## src/rtl/ocp_slave_fsm_pkg.sv

```systemverilog
// Shared OCP encodings and slave state type for ocp_slave_fsm and its helpers.
// Used by both ends of the OCP link, so the encodings live here rather than in a module.
package ocp_slave_fsm_pkg;

  localparam int OCP_ADDR_WIDTH_DEF     = 64;
  localparam int OCP_DATA_WIDTH_DEF     = 8;
  localparam int OCP_MEM_ADDR_WIDTH_DEF = 10;

  typedef enum logic [2:0] {
    MCMD_IDLE = 3'b000,
    MCMD_WR   = 3'b001,
    MCMD_RD   = 3'b010,
    MCMD_RDEX = 3'b011,
    MCMD_RDL  = 3'b100,
    MCMD_WRNP = 3'b101,
    MCMD_WRC  = 3'b110,
    MCMD_BCST = 3'b111
  } mcmd_e;

  typedef enum logic [1:0] {
    SRESP_NULL = 2'b00,
    SRESP_DVA  = 2'b01,
    SRESP_FAIL = 2'b10,
    SRESP_ERR  = 2'b11
  } sresp_e;

  typedef enum logic [2:0] {
    S_IDLE    = 3'd0,
    S_WR_DATA = 3'd1,
    S_WR_MEM  = 3'd2,
    S_RD_MEM  = 3'd3,
    S_RESP    = 3'd4
  } slave_state_e;

endpackage

```

## src/rtl/ocp_slave_addr_decode.sv

```systemverilog
// Combinational window decode: hit when BASE_ADDR <= maddr < BASE_ADDR + 2**MEM_ADDR_WIDTH.
module ocp_slave_addr_decode #(
  parameter int                    ADDR_WIDTH     = 64,
  parameter int                    MEM_ADDR_WIDTH = 10,
  parameter logic [ADDR_WIDTH-1:0] BASE_ADDR      = '0
) (
  input  logic [ADDR_WIDTH-1:0]     maddr,
  output logic                      hit,
  output logic [MEM_ADDR_WIDTH-1:0] mem_addr
);

  // One extra bit so the window limit cannot wrap at the top of the address space
  localparam logic [ADDR_WIDTH:0] BASE_EXT = {1'b0, BASE_ADDR};
  localparam logic [ADDR_WIDTH:0] WIN_SIZE =
    {{(ADDR_WIDTH-MEM_ADDR_WIDTH){1'b0}}, 1'b1, {MEM_ADDR_WIDTH{1'b0}}};
  localparam logic [ADDR_WIDTH:0] LIMIT = BASE_EXT + WIN_SIZE;

  logic [ADDR_WIDTH:0] maddr_ext;

  assign maddr_ext = {1'b0, maddr};
  assign hit       = (maddr_ext >= BASE_EXT) && (maddr_ext < LIMIT);
  // Base is window-aligned, so the offset is just the low bits
  assign mem_addr  = maddr[MEM_ADDR_WIDTH-1:0];

endmodule

```

## src/rtl/ocp_slave_fsm.sv

```systemverilog
// OCP slave end translating WR/RD (and WRNP when OCP_SLAVE_WRNP_EN is defined) into single-beat
// local memory accesses; all other commands and out-of-window reads answer ERR.
module ocp_slave_fsm
  import ocp_slave_fsm_pkg::*;
#(
  parameter int                    ADDR_WIDTH     = OCP_ADDR_WIDTH_DEF,
  parameter int                    DATA_WIDTH     = OCP_DATA_WIDTH_DEF,
  parameter int                    MEM_ADDR_WIDTH = OCP_MEM_ADDR_WIDTH_DEF,
  parameter logic [ADDR_WIDTH-1:0] BASE_ADDR      = '0
) (
  input  logic                      Clk,
  input  logic                      reset,
  input  logic                      EnableClk,
  input  logic [2:0]                MCmd,
  input  logic [ADDR_WIDTH-1:0]     MAddr,
  input  logic [DATA_WIDTH-1:0]     MData,
  input  logic                      MDataValid,
  output logic                      SCmdAccept,
  output logic                      SDataAccept,
  output logic [1:0]                SResp,
  output logic [DATA_WIDTH-1:0]     SData,
  output logic [MEM_ADDR_WIDTH-1:0] mem_addr,
  output logic [DATA_WIDTH-1:0]     mem_wdata,
  output logic                      mem_we,
  output logic                      mem_re,
  input  logic [DATA_WIDTH-1:0]     mem_rdata,
  input  logic                      mem_ready
);

  slave_state_e              state;
  mcmd_e                     cmd_q;
  logic                      hit_q;
  logic                      dec_hit;
  logic [MEM_ADDR_WIDTH-1:0] dec_addr;
  logic                      cmd_take;

  function automatic logic cmd_is_write(input logic [2:0] cmd);
`ifdef OCP_SLAVE_WRNP_EN
    return (cmd == MCMD_WR) || (cmd == MCMD_WRNP);
`else
    return (cmd == MCMD_WR);
`endif
  endfunction

  ocp_slave_addr_decode #(
    .ADDR_WIDTH     (ADDR_WIDTH),
    .MEM_ADDR_WIDTH (MEM_ADDR_WIDTH),
    .BASE_ADDR      (BASE_ADDR)
  ) u_decode (
    .maddr    (MAddr),
    .hit      (dec_hit),
    .mem_addr (dec_addr)
  );

  assign SCmdAccept  = reset && EnableClk && (state == S_IDLE);
  assign SDataAccept = reset && EnableClk && (state == S_WR_DATA);
  assign cmd_take    = SCmdAccept && (MCmd != MCMD_IDLE);

  // Command attributes held for the data/memory phases; no reset needed, always written on accept
  always_ff @(posedge Clk) begin
    if (cmd_take) begin
      cmd_q <= mcmd_e'(MCmd);
      hit_q <= dec_hit;
    end
  end

  always_ff @(posedge Clk) begin
    if (!reset) begin
      state     <= S_IDLE;
      SResp     <= SRESP_NULL;
      SData     <= '0;
      mem_addr  <= '0;
      mem_wdata <= '0;
      mem_we    <= 1'b0;
      mem_re    <= 1'b0;
    end else if (EnableClk) begin
      case (state)
        S_IDLE: begin
          if (MCmd != MCMD_IDLE) begin
            mem_addr <= dec_addr;
            if (cmd_is_write(MCmd)) begin
              state <= S_WR_DATA;
            end else if ((MCmd == MCMD_RD) && dec_hit) begin
              mem_re <= 1'b1;
              state  <= S_RD_MEM;
            end else begin
              SResp <= SRESP_ERR;
              state <= S_RESP;
            end
          end
        end
        S_WR_DATA: begin
          if (MDataValid) begin
            mem_wdata <= MData;
            if (hit_q) begin
              mem_we <= 1'b1;
              state  <= S_WR_MEM;
            end else if (cmd_q == MCMD_WRNP) begin
              SResp <= SRESP_ERR;
              state <= S_RESP;
            end else begin
              // Posted write outside the window is dropped without a response
              state <= S_IDLE;
            end
          end
        end
        S_WR_MEM: begin
          if (mem_ready) begin
            mem_we <= 1'b0;
            if (cmd_q == MCMD_WRNP) begin
              SResp <= SRESP_DVA;
              state <= S_RESP;
            end else begin
              state <= S_IDLE;
            end
          end
        end
        S_RD_MEM: begin
          if (mem_ready) begin
            mem_re <= 1'b0;
            SData  <= mem_rdata;
            SResp  <= SRESP_DVA;
            state  <= S_RESP;
          end
        end
        S_RESP: begin
          SResp <= SRESP_NULL;
          state <= S_IDLE;
        end
        default: begin
          state <= S_IDLE;
        end
      endcase
    end
  end

endmodule

```

## config.mk

```make
export PLATFORM = sky130hd
export DESIGN_NAME = ocp_slave_fsm
export DESIGN_NICKNAME = d
export VERILOG_FILES = /design/src/rtl/ocp_slave_fsm_pkg.sv /design/src/rtl/ocp_slave_addr_decode.sv /design/src/rtl/ocp_slave_fsm.sv
export SDC_FILE = /design/constraint.sdc
export NUM_CORES = 1
export LEC_CHECK = 0
export CAP_MARGIN = 20
export CORE_MARGIN = 5
export CORE_UTILIZATION = 28
export CTS_CLUSTER_SIZE = 30
export DETAILED_ROUTE_END_ITERATION = 10
export DONT_BUFFER_PORTS = 1
export HOLD_SLACK_MARGIN = 0.12
export SYNTH_ARGS = -nofsm -noshare
export SYNTH_HDL_FRONTEND = slang
export SYNTH_SLANG_ARGS = --single-unit
```

## constraint.sdc

```tcl
create_clock -name Clk -period 1.84 [get_ports Clk]
set_clock_uncertainty 0.2 [all_clocks]
set_input_delay 0.368 -clock Clk [delete_from_list [all_inputs] [get_ports Clk]]
set_output_delay 0.368 -clock Clk [all_outputs]
set_load 0.05 [all_outputs]
```

# Word-level counts from Yosys, hierarchy flattened
# Cells that the tools add are included.
totals:
  reg_bits: 37
  latch_bits: 0
  mem_bits_rw: 0
  n_memories: 0
  word_cells: 74
  rom_bits: 0
  output_inout_bits: 32
  input_bits: 88
op_classes:
  n_eq_ne: 18
  order_cmp: 2
  shift: 0
  muxes: 27
  n_bitwise: 0
  n_reduce_logical: 18
  div: 0
  mul: 0
  addsub: 0
ops:
  columns: ["operator", "n"]
  rows:
  - ["$ge A64 B1 Y1 const B", 1]
  - ["$lt A64 B11 Y1 const B", 1]
  - ["$mux W3", 8]
  - ["$mux W2", 9]
  - ["$ne A2 B2 Y1 const B", 8]
  - ["$pmux W3 S4", 1]
  - ["$reduce_and A11 Y1", 1]
  - ["$pmux W2 S5", 1]
  - ["$reduce_and A5 Y1", 2]
  - ["$eq A3 B2 Y1 const B", 3]
  - ["$reduce_and A3 Y1", 3]
  - ["$eq A3 B1 Y1 const B", 2]
  - ["$eq A3 B3 Y1 const B", 2]
  - ["$logic_and A1 B1 Y1", 6]
  - ["$mux W1", 6]
  - ["$ne A2 B1 Y1 const B", 3]
  - ["$reduce_and A6 Y1", 1]
  - ["$reduce_bool A5 Y1", 1]
  - ["$pmux W1 S2", 2]
  - ["$reduce_bool A2 Y1", 2]
  - ["$logic_not A3 Y1", 1]
  - ["$reduce_bool A3 Y1", 1]

# Logic depth before layout (Yosys ltp)
# Gate-level depths: netlist of the first run.
logic_depth:
  depth_word: 7
  mapped_depth: 6
  depth_no_buf: 5

# By module
# From an unflattened synthesis of the first run, not the netlist that was laid out.
hier_totals:
  cells_unflattened: 191
  hier_area_um2: 1816.7
modules_own_cells:
  columns: ["mod", "cells_each", "seq_area_each_um2", "instances", "area_each_um2"]
  rows:
  - ["ocp_slave_fsm", 162, 780.7, 1, 1615.3]
  - ["ocp_slave_addr_decode", 29, 0.0, 1, 201.4]

# Worst setup path after synthesis of the first run
# Ideal clock, no wire load.
synth_timing:
  path_kind: "input-to-reg"
  startpoint: "input port MCmd[2]"
  endpoint: "register state[2]"
  path_stages: 5
  path_buffers: 0
  path_slack_ns: -0.031
  t_arrival_ns: 1.549
  required_time_ns: 1.518
  setup_time_ns: 0.122
  cell_sequence: "or3_1 > or4_4 > nand3_2 > nor4_1 > a311o_1"
synth_between:
  elab_chain_cells: 6
  elab_cells_between_ends: 10
  cone_classes: "3 x eq/ne; 4 x mux; 3 x reduce/logical"
synth_lines:
  columns: ["item", "line_no", "rtl"]
  rows:
  - ["start, declared", "ocp_slave_fsm.sv:14", "input logic [2:0] MCmd,"]
  - ["$eq A3 B2 Y1", "ocp_slave_fsm.sv:83", "end else if ((MCmd == MCMD_RD) && dec_hit) begin"]
  - ["$logic_and A1 B1 Y1", "ocp_slave_fsm.sv:83", null]
  - ["$mux W3", "ocp_slave_fsm.sv:83", null]
  - ["$mux W3", "ocp_slave_fsm.sv:81", "if (cmd_is_write(MCmd)) begin"]
  - ["$mux W3", "ocp_slave_fsm.sv:79", "if (MCmd != MCMD_IDLE) begin"]
  - ["$pmux W3 S4", "ocp_slave_fsm.sv:77", "case (state)"]
  - ["end signal, assigned", "ocp_slave_fsm.sv:82", "state <= S_WR_DATA;"]
  - ["end signal, assigned", "ocp_slave_fsm.sv:85", "state <= S_RD_MEM;"]
  - ["end signal, assigned", "ocp_slave_fsm.sv:88", "state <= S_RESP;"]
  - ["end, declared", "ocp_slave_fsm.sv:30", "slave_state_e state;"]
# Parallel ways exist; a longest one is shown, timed or not. The select of a mux whose other input is x is not followed.
# A chain may end at the register's enable or synchronous reset.

# Worst setup path after layout of the first run
layout_timing:
  startpoint: "register state[2]"
  endpoint: "output port SDataAccept"
layout_between:
  elab_chain_cells: 2
layout_lines:
  columns: ["item", "line_no", "rtl"]
  rows:
  - ["start signal, assigned", "ocp_slave_fsm.sv:69", "state <= S_IDLE;"]
  - ["start signal, assigned", "ocp_slave_fsm.sv:82", null]
  - ["start signal, assigned", "ocp_slave_fsm.sv:85", null]
  - ["$eq A3 B1 Y1", "ocp_slave_fsm.sv:56", "assign SDataAccept = reset && EnableClk && (state == S_WR_DATA);"]
  - ["$logic_and A1 B1 Y1", "ocp_slave_fsm.sv:56", null]
  - ["end, declared", "ocp_slave_fsm.sv:19", "output logic SDataAccept,"]
# Every way passes these cells.

==> results of run 1 <==
cell families after synthesis:
family	Yosys count	synth area share
compound gates	18	0.07612
simple gates	80	0.2627
mux	27	0.1612
buf+inv	13	0.03433
flops	37	0.4657
synthesized netlist by cell type, drive strengths merged:
library cell	instances
o21bai	1
edfxtp	4
and4	2
and2	2
o21a	1
nand4b	1
nand4	5
or4	1
dfxtp	33
buf	5
a2bb2oi	2
clkbuf	5
nor2	29
inv	3
nand3	2
nor4	16
nor3b	3
o22a	1
nor3	6
o211a	1
nand3b	1
o211ai	1
o31ai	1
o21ai	3
and3	2
nand2b	1
or3	1
a21oi	3
a211oi	2
nand2	5
nor2b	3
mux2i	27
a31oi	1
a311o	1
metrics by stage:
step	power, mW	std cells	hold slack [ps]
final	1.844	301	144.5
after global routing	1.934	301	140.0
after CTS	1.882	301	121.4
after detailed placement	1.200	256	267.1
after global placement	1.199	256	267.1
after floorplan	1.122	175	266.9
metal layers:
metal / routed length (um) / track usage
met5: 0 / 0
met4: 49 / 0.04324
met2: 2554 / 0.2151
met3: 384 / 0.04825
met1: 2157 / 0.1576
worst max-delay path by stage:
stage / from / endpoint / cells past startpoint
2_1_floorplan: MCmd[2] / state[2] / 5
3_3_place_gp: MAddr[46] / state[2] / 5
3_5_place_dp: MAddr[46] / state[2] / 5
4_1_cts: state[0] / SResp[0] / 7
5_1_grt: state[0] / mem_re / 6
6_report: state[2] / SDataAccept / 4
repair_timing:
item	4_1_cts	5_1_grt
gates resized for setup	15	5
buffers inserted	7	1
endpoints found under the hold margin	33	0
hold buffers	31	0
endpoints found under the setup margin	4	6
pin swaps	2	1
area by class of cell:
class,count,area (um^2)
fill,553,3483
multi-input combinational,125,892.1
sequential,37,792.0
timing repair buffer,53,520.5
tap,75,93.84
clock buffer,5,68.82
clock inverter,3,21.27
inverter,3,13.76
state kept, by name, summed over array words and instances (netlist names):
| register | flops |
|---|---|
| SData | 8 |
| SResp | 2 |
| cmd_q | 3 |
| hit_q | 1 |
| mem_addr | 10 |
| mem_re | 1 |
| mem_wdata | 8 |
| mem_we | 1 |
| state | 3 |
power by group through the flow:
| stage | Sequential [mW] | Clock, mW | Combinational, mW |
|---|---|---|---|
| 2_1_floorplan | 0.979 | 0 | 0.143 |
| 3_3_place_gp | 0.989 | 0 | 0.210 |
| 3_5_place_dp | 0.989 | 0 | 0.211 |
| 4_1_cts | 0.971 | 0.618 | 0.293 |
| 5_1_grt | 0.977 | 0.639 | 0.319 |
| 6_report | 0.971 | 0.578 | 0.295 |
==> results.yml, run 1 <==
detailed_routing:
  ant_nets: 0
  drc: 0
  routed_wl_um: 5145
  drt_iter0_markers: 96
  via_per_inst: 5.070
  dr.pass1.iters: 4
  vias: 1526
  post_drt_wl_per_cell_um: 17.09
yosys:
  yosysWarnings: 0
  synth_top_area_cell: "dfxtp_1"
  syn-cell-area_um2: 1677
  synthCells: 175
  synthesis.nets: 263
  synth_top_area_share: 0.3940
  synth.ff_latch_count: 37
  synth.area.top_cells: "dfxtp_1, mux2i_1, edfxtp_1, nor2_1, nor4_1"
  yosysSeqAreaShare: 0.4657
  yosysUniqueCellTypes: 37
  syn_area_per_cell_um2: 9.581
setup_path:
  reg2reg_slack_ps: 80
  cp_cell_sequence: "buf_6 > nor2b_4 > and4_4 > buf_12"
  cp.required_ps: 1270
  setup.worst_path.end_class: "output port"
  crit_type: "reg -> out"
  reg2reg_from: "state[2]"
  worst_setup_path_start_kind: "flip-flop"
  worstReg2RegEnd: "state[2]"
  rr_worst_depth: 5
  critPathBufInv: 2
  critical_path.top_delay_family: "flip-flops"
  crit_slowest_cell: "dfxtp_4"
  arrival_ps: 1240
  cp_max_fo: 3
  max_stage_delay_ps: 370
cts:
  clockRootBuffer: "clkbuf_8"
  clock_latency_ps: 290
  numCtsBuffers: 5
  cts_tree: "done"
  cts.sinks: 37
  cts_max_path_buffers: 2
  clk_pin_slew_ps: 80
  cts.htree.levels: 2
min_path:
  worstHoldPathCells: 2
  min_path_type: "in -> reg"
  hold_start: "EnableClk"
  min_to: "SResp[0]"
placement:
  place_ws_ps: -141.8
  gp_congestion: 0.7958
  hpwl_um: 3645
  io_buffers: 0
  placed_area_um2: 1887
power_and_ir_drop:
  p_seq_frac: 0.527
  power.density_nw_per_um2: 767.4
  ir_drop_v: 0.0003982
  p_sw_mw: 0.5551
  combPwrFrac: 0.160
  leakagePower_nw: 0.9350
  internal_power_mw: 1.288
  p_clk_frac: 0.313
  p_sw_frac: 0.3011
grt:
  grt_pass1_vias: 1554
  grt_max_degree: 16
  grt_pass1_wl_um: 7748
  antenna_found_initial: 0
  grt.overflow.total: 0
  grt_use_total: 0.1310
cells_and_area:
  final_util: 0.4082
  final_common_cell: "dlygate4sd3_1"
  drive_gt1_frac: 0.2035
  insertedDiodeCount: 0
  nets: 313
  synthToLayoutAreaGrowth_pct: 43.28
  final_cell_mix: "dlygate4sd3_1, dfxtp_1, nor2_1, mux2i_1, buf_4"
  final_area_um2: 2402
floorplanning:
  die_h_um: 87.38
  coreArea_um2: 5886
  io_pins: 120
  die_x_um: 87.38
  fp.dieArea_um2: 7635
  rows: 28
  initial_utilization: 0.2849
timing:
  grt_setup_unrepaired: "true"
  period_needed_ps: 1805
  hold_viol: 0
  max_slew_margin: 0.6293
  setup_tns_ps: 0
  tightest_slew_ps: 555.2
  timing.final.ws_setup_ps: 34.91
  drv_slew: 0
  setup_violations: 0
  fmax_mhz: 554.0
  period_share: 0.9810
run_status:
  outcome: "finished, final reports clean"
run:
  maxCapViolCount: 0
(Power assumes the default switching activity.)
==> run 2, diff against run 1 <==
- CORE_UTILIZATION: 28 -> 50
- PLACE_DENSITY: unset -> 0.68
==> run 2 against run 1 <==
- largest power group unchanged
- die area is 40% lower
- total power is 7.9% lower
- cell count is 10% lower
- sequential cell count stayed put
- worst hold slack worse by 15 ps
- critical endpoint unchanged
- the flow now finishes with violations (negative setup slack)
- critical path type unchanged
==> results.yml, run 2 (synthesized netlist as in run 1, its figures left out) <==
run_status:
  outcome: "complete, but fails checks"
  violations: "negative setup slack"
setup_path:
  setup.worst_path.end_class: "output port"
  cp_max_fo: 4
  critPathBufInv: 2
  cp_cell_sequence: "buf_6 > nor2b_4 > and4_4 > buf_12"
  worstReg2RegEnd: "state[2]"
  cp.required_ps: 1270
  arrival_ps: 1340
  max_stage_delay_ps: 390
  critical_path.top_delay_family: "flip-flops"
  cp-startpoint: "state[0]"
  crit_slowest_cell: "dfxtp_4"
  crit_type: "reg -> out"
  rr_worst_depth: 6
  reg2reg_slack_ps: -20
  reg2reg_from: "state[0]"
  worst_setup_path_start_kind: "flip-flop"
floorplanning:
  io_pins: 120
  die_h_um: 67.91
  initial_utilization: 0.5105
  rows: 21
  fp.dieArea_um2: 4611
  die_x_um: 67.91
  coreArea_um2: 3284
timing:
  timing.final.ws_setup_ps: -72.13
  grt_setup_unrepaired: "true"
  fmax_mhz: 523.0
  period_share: 1.039
  max_slew_margin: 0.6450
  tightest_slew_ps: 531.8
  hold_viol: 0
  drv_slew: 0
  period_needed_ps: 1912
  whs_ps: 129.2
  setup_violations: 2
cts:
  clockRootBuffer: "clkbuf_4"
  cts_max_path_buffers: 2
  cts_tree: "done"
  cts.sinks: 37
  cts.htree.levels: 2
  clk_pin_slew_ps: 110
  numCtsBuffers: 5
  clock_latency_ps: 350
grt:
  grt_max_degree: 17
  grt_pass1_vias: 1664
  grt.overflow.total: 0
  grt_pass1_wl_um: 7921
  grt_use_total: 0.2352
  antenna_found_initial: 0
cells_and_area:
  final_common_cell: "dlygate4sd3_1"
  nets: 313
  final_area_um2: 2342
  top_register: "mem_addr"
  largest_reg_flops: 10
  insertedDiodeCount: 0
  n_fill_cell: 235
  top_regs: "mem_addr x10, SData x8, mem_wdata x8"
  synthToLayoutAreaGrowth_pct: 39.70
  final_util: 0.7131
  drive_gt1_frac: 0.2000
  final_cell_mix: "dlygate4sd3_1, dfxtp_1, nor2_1, mux2i_1"
placement:
  gp_congestion: 0.8955
  hpwl_um: 3493
  io_buffers: 0
  placed_area_um2: 1833
power_and_ir_drop:
  leakagePower_nw: 0.9274
  ir_drop_v: 0.0005163
  power.density_nw_per_um2: 724.9
  total_power_mw: 1.698
detailed_routing:
  ant_nets: 0
  vias: 1563
  dr.pass1.iters: 4
  drt_iter0_markers: 79
  via_per_inst: 5.768
  routed_wl_um: 5150
  post_drt_wl_per_cell_um: 19.00
  drc: 0
min_path:
  min_path_type: "in -> reg"
  min_to: "state[1]"
  hold_start: "EnableClk"
  worstHoldPathCells: 3
run:
  maxCapViolCount: 0
## run 2: worst max-delay path by stage
stage / endpoint / slack (ps) / depth (start not counted)
2_1_floorplan: state[2] / -30 / 5
3_3_place_gp: SResp[0] / -150 / 5
3_5_place_dp: state[2] / -220 / 5
4_1_cts: SCmdAccept / -60 / 4
5_1_grt: SDataAccept / -130 / 4
6_report: SDataAccept / -70 / 4
## run 2: report_power, final
part / switching [mW] / internal (mW) / total [mW]
sequential: 0.121 / 0.849 / 0.970
combinational: 0.123 / 0.164 / 0.287
clock: 0.261 / 0.179 / 0.440
total: 0.506 / 1.19 / 1.70
## run 2: per-layer routing
metal | vias up | GRT usage | wire, um
met2 | 71 | 0.3730 | 2581
met5 | - | 0 | 0
met1 | 743 | 0.2926 | 2034
met4 | 0 | 0.1166 | 97
li1 | 740 | - | -
met3 | 9 | 0.06568 | 437
## run 2: what timing repair did
action / CTS / global route
hold endpoints to repair: 35 / 0
cloned: 0 / 1
buffers inserted: 4 / 0
hold buffers: 33 / 0
pin swaps: 3 / 4
setup endpoints to repair: 2 / 27
resized for setup: 10 / 14
## run 2: area by class of cell
type / instances / area (um^2) / share of cell area
Clock inverter: 1 / 7.507 / 0.003205
Multi-Input combinational cell: 125 / 899.6 / 0.3841
Sequential cell: 37 / 789.5 / 0.3371
Inverter: 3 / 13.76 / 0.005876
Tap cell: 46 / 57.56 / 0.02457
Timing Repair Buffer: 53 / 523.0 / 0.2233
Clock buffer: 6 / 51.30 / 0.02190
## run 2: stage by stage
| stage | setup slack, ps | setup TNS (ps) | cells |
|---|---|---|---|
| floorplan | -31.09 | -31.09 | 175 |
| global placement | -150.3 | -588.3 | 227 |
| detailed placement | -219.2 | -965.9 | 227 |
| CTS | -62.44 | -119.6 | 271 |
| global route | -128.5 | -310.8 | 271 |
| finish | -72.13 | -96.18 | 271 |
## run 2: worst min-delay path: cells and delay by family
kind | cells | cell delay, ps
compound gates | 2 | 200
simple gates | 1 | 80
==> run 3, diff against run 2 <==
- TNS_END_PERCENT: unset -> 30
==> run 3 against run 2 <==
- the flow still finishes with violations (negative setup slack)
- cell area down 0.32%
- critical path depth unchanged
- maximum frequency decreased by 0.21%
- cell count unchanged
- clock power about the same
- first-iteration DRC count grew 1.3%
- combinational power about the same
- worst hold slack lost 4.9 ps
- total power rose by 0.16%
- critical endpoint unchanged
- largest cell class unchanged
==> results.yml, run 3 (synthesized netlist as in run 1, its figures left out) <==
detailed_routing:
  ant_nets: 0
  drt_iter0_markers: 80
  via_per_inst: 5.827
  routed_wl_um: 5109
  vias: 1579
  dr.pass1.iters: 4
  post_drt_wl_per_cell_um: 18.85
  drc: 0
cells_and_area:
  top_register: "mem_addr"
  nets: 313
  final_cells: 271
  final_common_cell: "dlygate4sd3_1"
  final_area_um2: 2335
  top_regs: "mem_addr x10, SData x8, mem_wdata x8"
  largest_reg_flops: 10
  insertedDiodeCount: 0
  drive_gt1_frac: 0.1911
  n_fill_cell: 229
  synthToLayoutAreaGrowth_pct: 39.25
  final_cell_mix: "dlygate4sd3_1, dfxtp_1, nor2_1, mux2i_1"
placement:
  io_buffers: 0
  placedCellCount: 227
  placed_area_um2: 1833
  hpwl_um: 3493
  gp_congestion: 0.8955
timing:
  drv_slew: 0
  grt_setup_unrepaired: "true"
  fmax_mhz: 521.9
  max_slew_margin: 0.6447
  timing.final.ws_setup_ps: -76.12
  period_share: 1.041
  setup_tns_ps: -105.3
  setup_violations: 3
  whs_ps: 124.3
  hold_viol: 0
  tightest_slew_ps: 532.2
  period_needed_ps: 1916
min_path:
  min_path_type: "in -> reg"
  min_to: "state[1]"
  hold_start: "EnableClk"
  worstHoldPathCells: 3
floorplanning:
  coreArea_um2: 3284
  die_h_um: 67.91
  io_pins: 120
  rows: 21
  die_x_um: 67.91
  initial_utilization: 0.5105
  fp.dieArea_um2: 4611
power_and_ir_drop:
  total_power_mw: 1.701
  power.density_nw_per_um2: 728.4
  ir_drop_v: 0.0005157
  leakagePower_nw: 0.9264
setup_path:
  critPathBufInv: 2
  reg2reg_from: "state[0]"
  worstReg2RegEnd: "state[2]"
  worst_setup_path_start_kind: "flip-flop"
  rr_worst_depth: 6
  cp.required_ps: 1270
  cp_max_fo: 4
  setup.worst_path.end_class: "output port"
  arrival_ps: 1350
  crit_slowest_cell: "dfxtp_4"
  reg2reg_slack_ps: -20
  max_stage_delay_ps: 390
  cp_cell_sequence: "buf_6 > nor2b_4 > and4_4 > buf_12"
  critical_path.top_delay_family: "flip-flops"
  crit_type: "reg -> out"
grt:
  grt_max_degree: 17
  grt_pass1_vias: 1666
  antenna_found_initial: 0
  grt.overflow.total: 0
  grt_use_total: 0.2352
  grt_pass1_wl_um: 7921
cts:
  cts.htree.levels: 2
  clockRootBuffer: "clkbuf_4"
  cts_tree: "done"
  cts_max_path_buffers: 2
  clk_pin_slew_ps: 110
  numCtsBuffers: 5
  cts.sinks: 37
  clock_latency_ps: 350
run:
  maxCapViolCount: 0
run_status:
  outcome: "complete, but fails checks"
  violations: "negative setup slack"
## run 3: cell types whose count changed in the layout (fill, tap and decap cells not counted)
cell / before / now
nor3_2: 2 / 1
and4_1: 0 / 1
nor3_1: 3 / 4
and4_4: 2 / 1
## run 3: worst register-to-register path, cell delays in order, from the launching register on
cell	delay (ps)
dfxtp_4	380
buf_6	120
buf_4	150
or4_4	500
nand3_2	90
nor4_1	60
a311o_1	270
## run 3: timing repair
action,4_1_cts,5_1_grt
setup buffers,4,0
resized for setup,10,12
gates cloned,0,1
endpoints found under the hold margin,35,0
pin swaps,3,4
hold buffers,33,0
endpoints found under the setup margin,2,27
## run 3: final cells by class
type / count / area, um^2 / share of cell area
inverter: 3 / 13.76 / 0.005895
clock inverter: 1 / 7.507 / 0.003215
multi-input combinational: 125 / 892.1 / 0.3821
timing repair buffer: 53 / 523.0 / 0.2240
sequential: 37 / 789.5 / 0.3382
tap: 46 / 57.56 / 0.02465
clock buffer: 6 / 51.30 / 0.02197
## run 3: worst max-delay path by stage
stage              start           to  slack, ps  cells after the start
2_1_floorplan    MCmd[2]     state[2]        -30                      5
3_3_place_gp   MAddr[46]     SResp[0]       -150                      5
3_5_place_dp   MAddr[21]     state[2]       -220                      5
4_1_cts         state[0]   SCmdAccept        -60                      4
5_1_grt         state[0]  SDataAccept       -130                      4
6_report        state[0]  SDataAccept        -80                      4
## run 3: power by group
group / total [mW] / switching, mW / internal (mW)
registers: 0.970 / 0.121 / 0.849
clock network: 0.443 / 0.265 / 0.179
logic: 0.287 / 0.123 / 0.164
total: 1.70 / 0.508 / 1.19
## run 3: stage by stage
step	utilization	setup WS (ps)
finish	0.7109	-76.12
CTS	0.6937	-62.44
floorplan	-	-31.09
global placement	0.5581	-150.3
global route	0.7109	-128.9
detailed placement	0.5581	-219.2
## run 3: per-layer routing
metal  vias up  share of wire  global-route usage
met4         0          0.022              0.1166
met1       753           0.39              0.2926
li1        742              -                   -
met2        73           0.50              0.3730
met5         -              0                   0
met3        11          0.081             0.06568
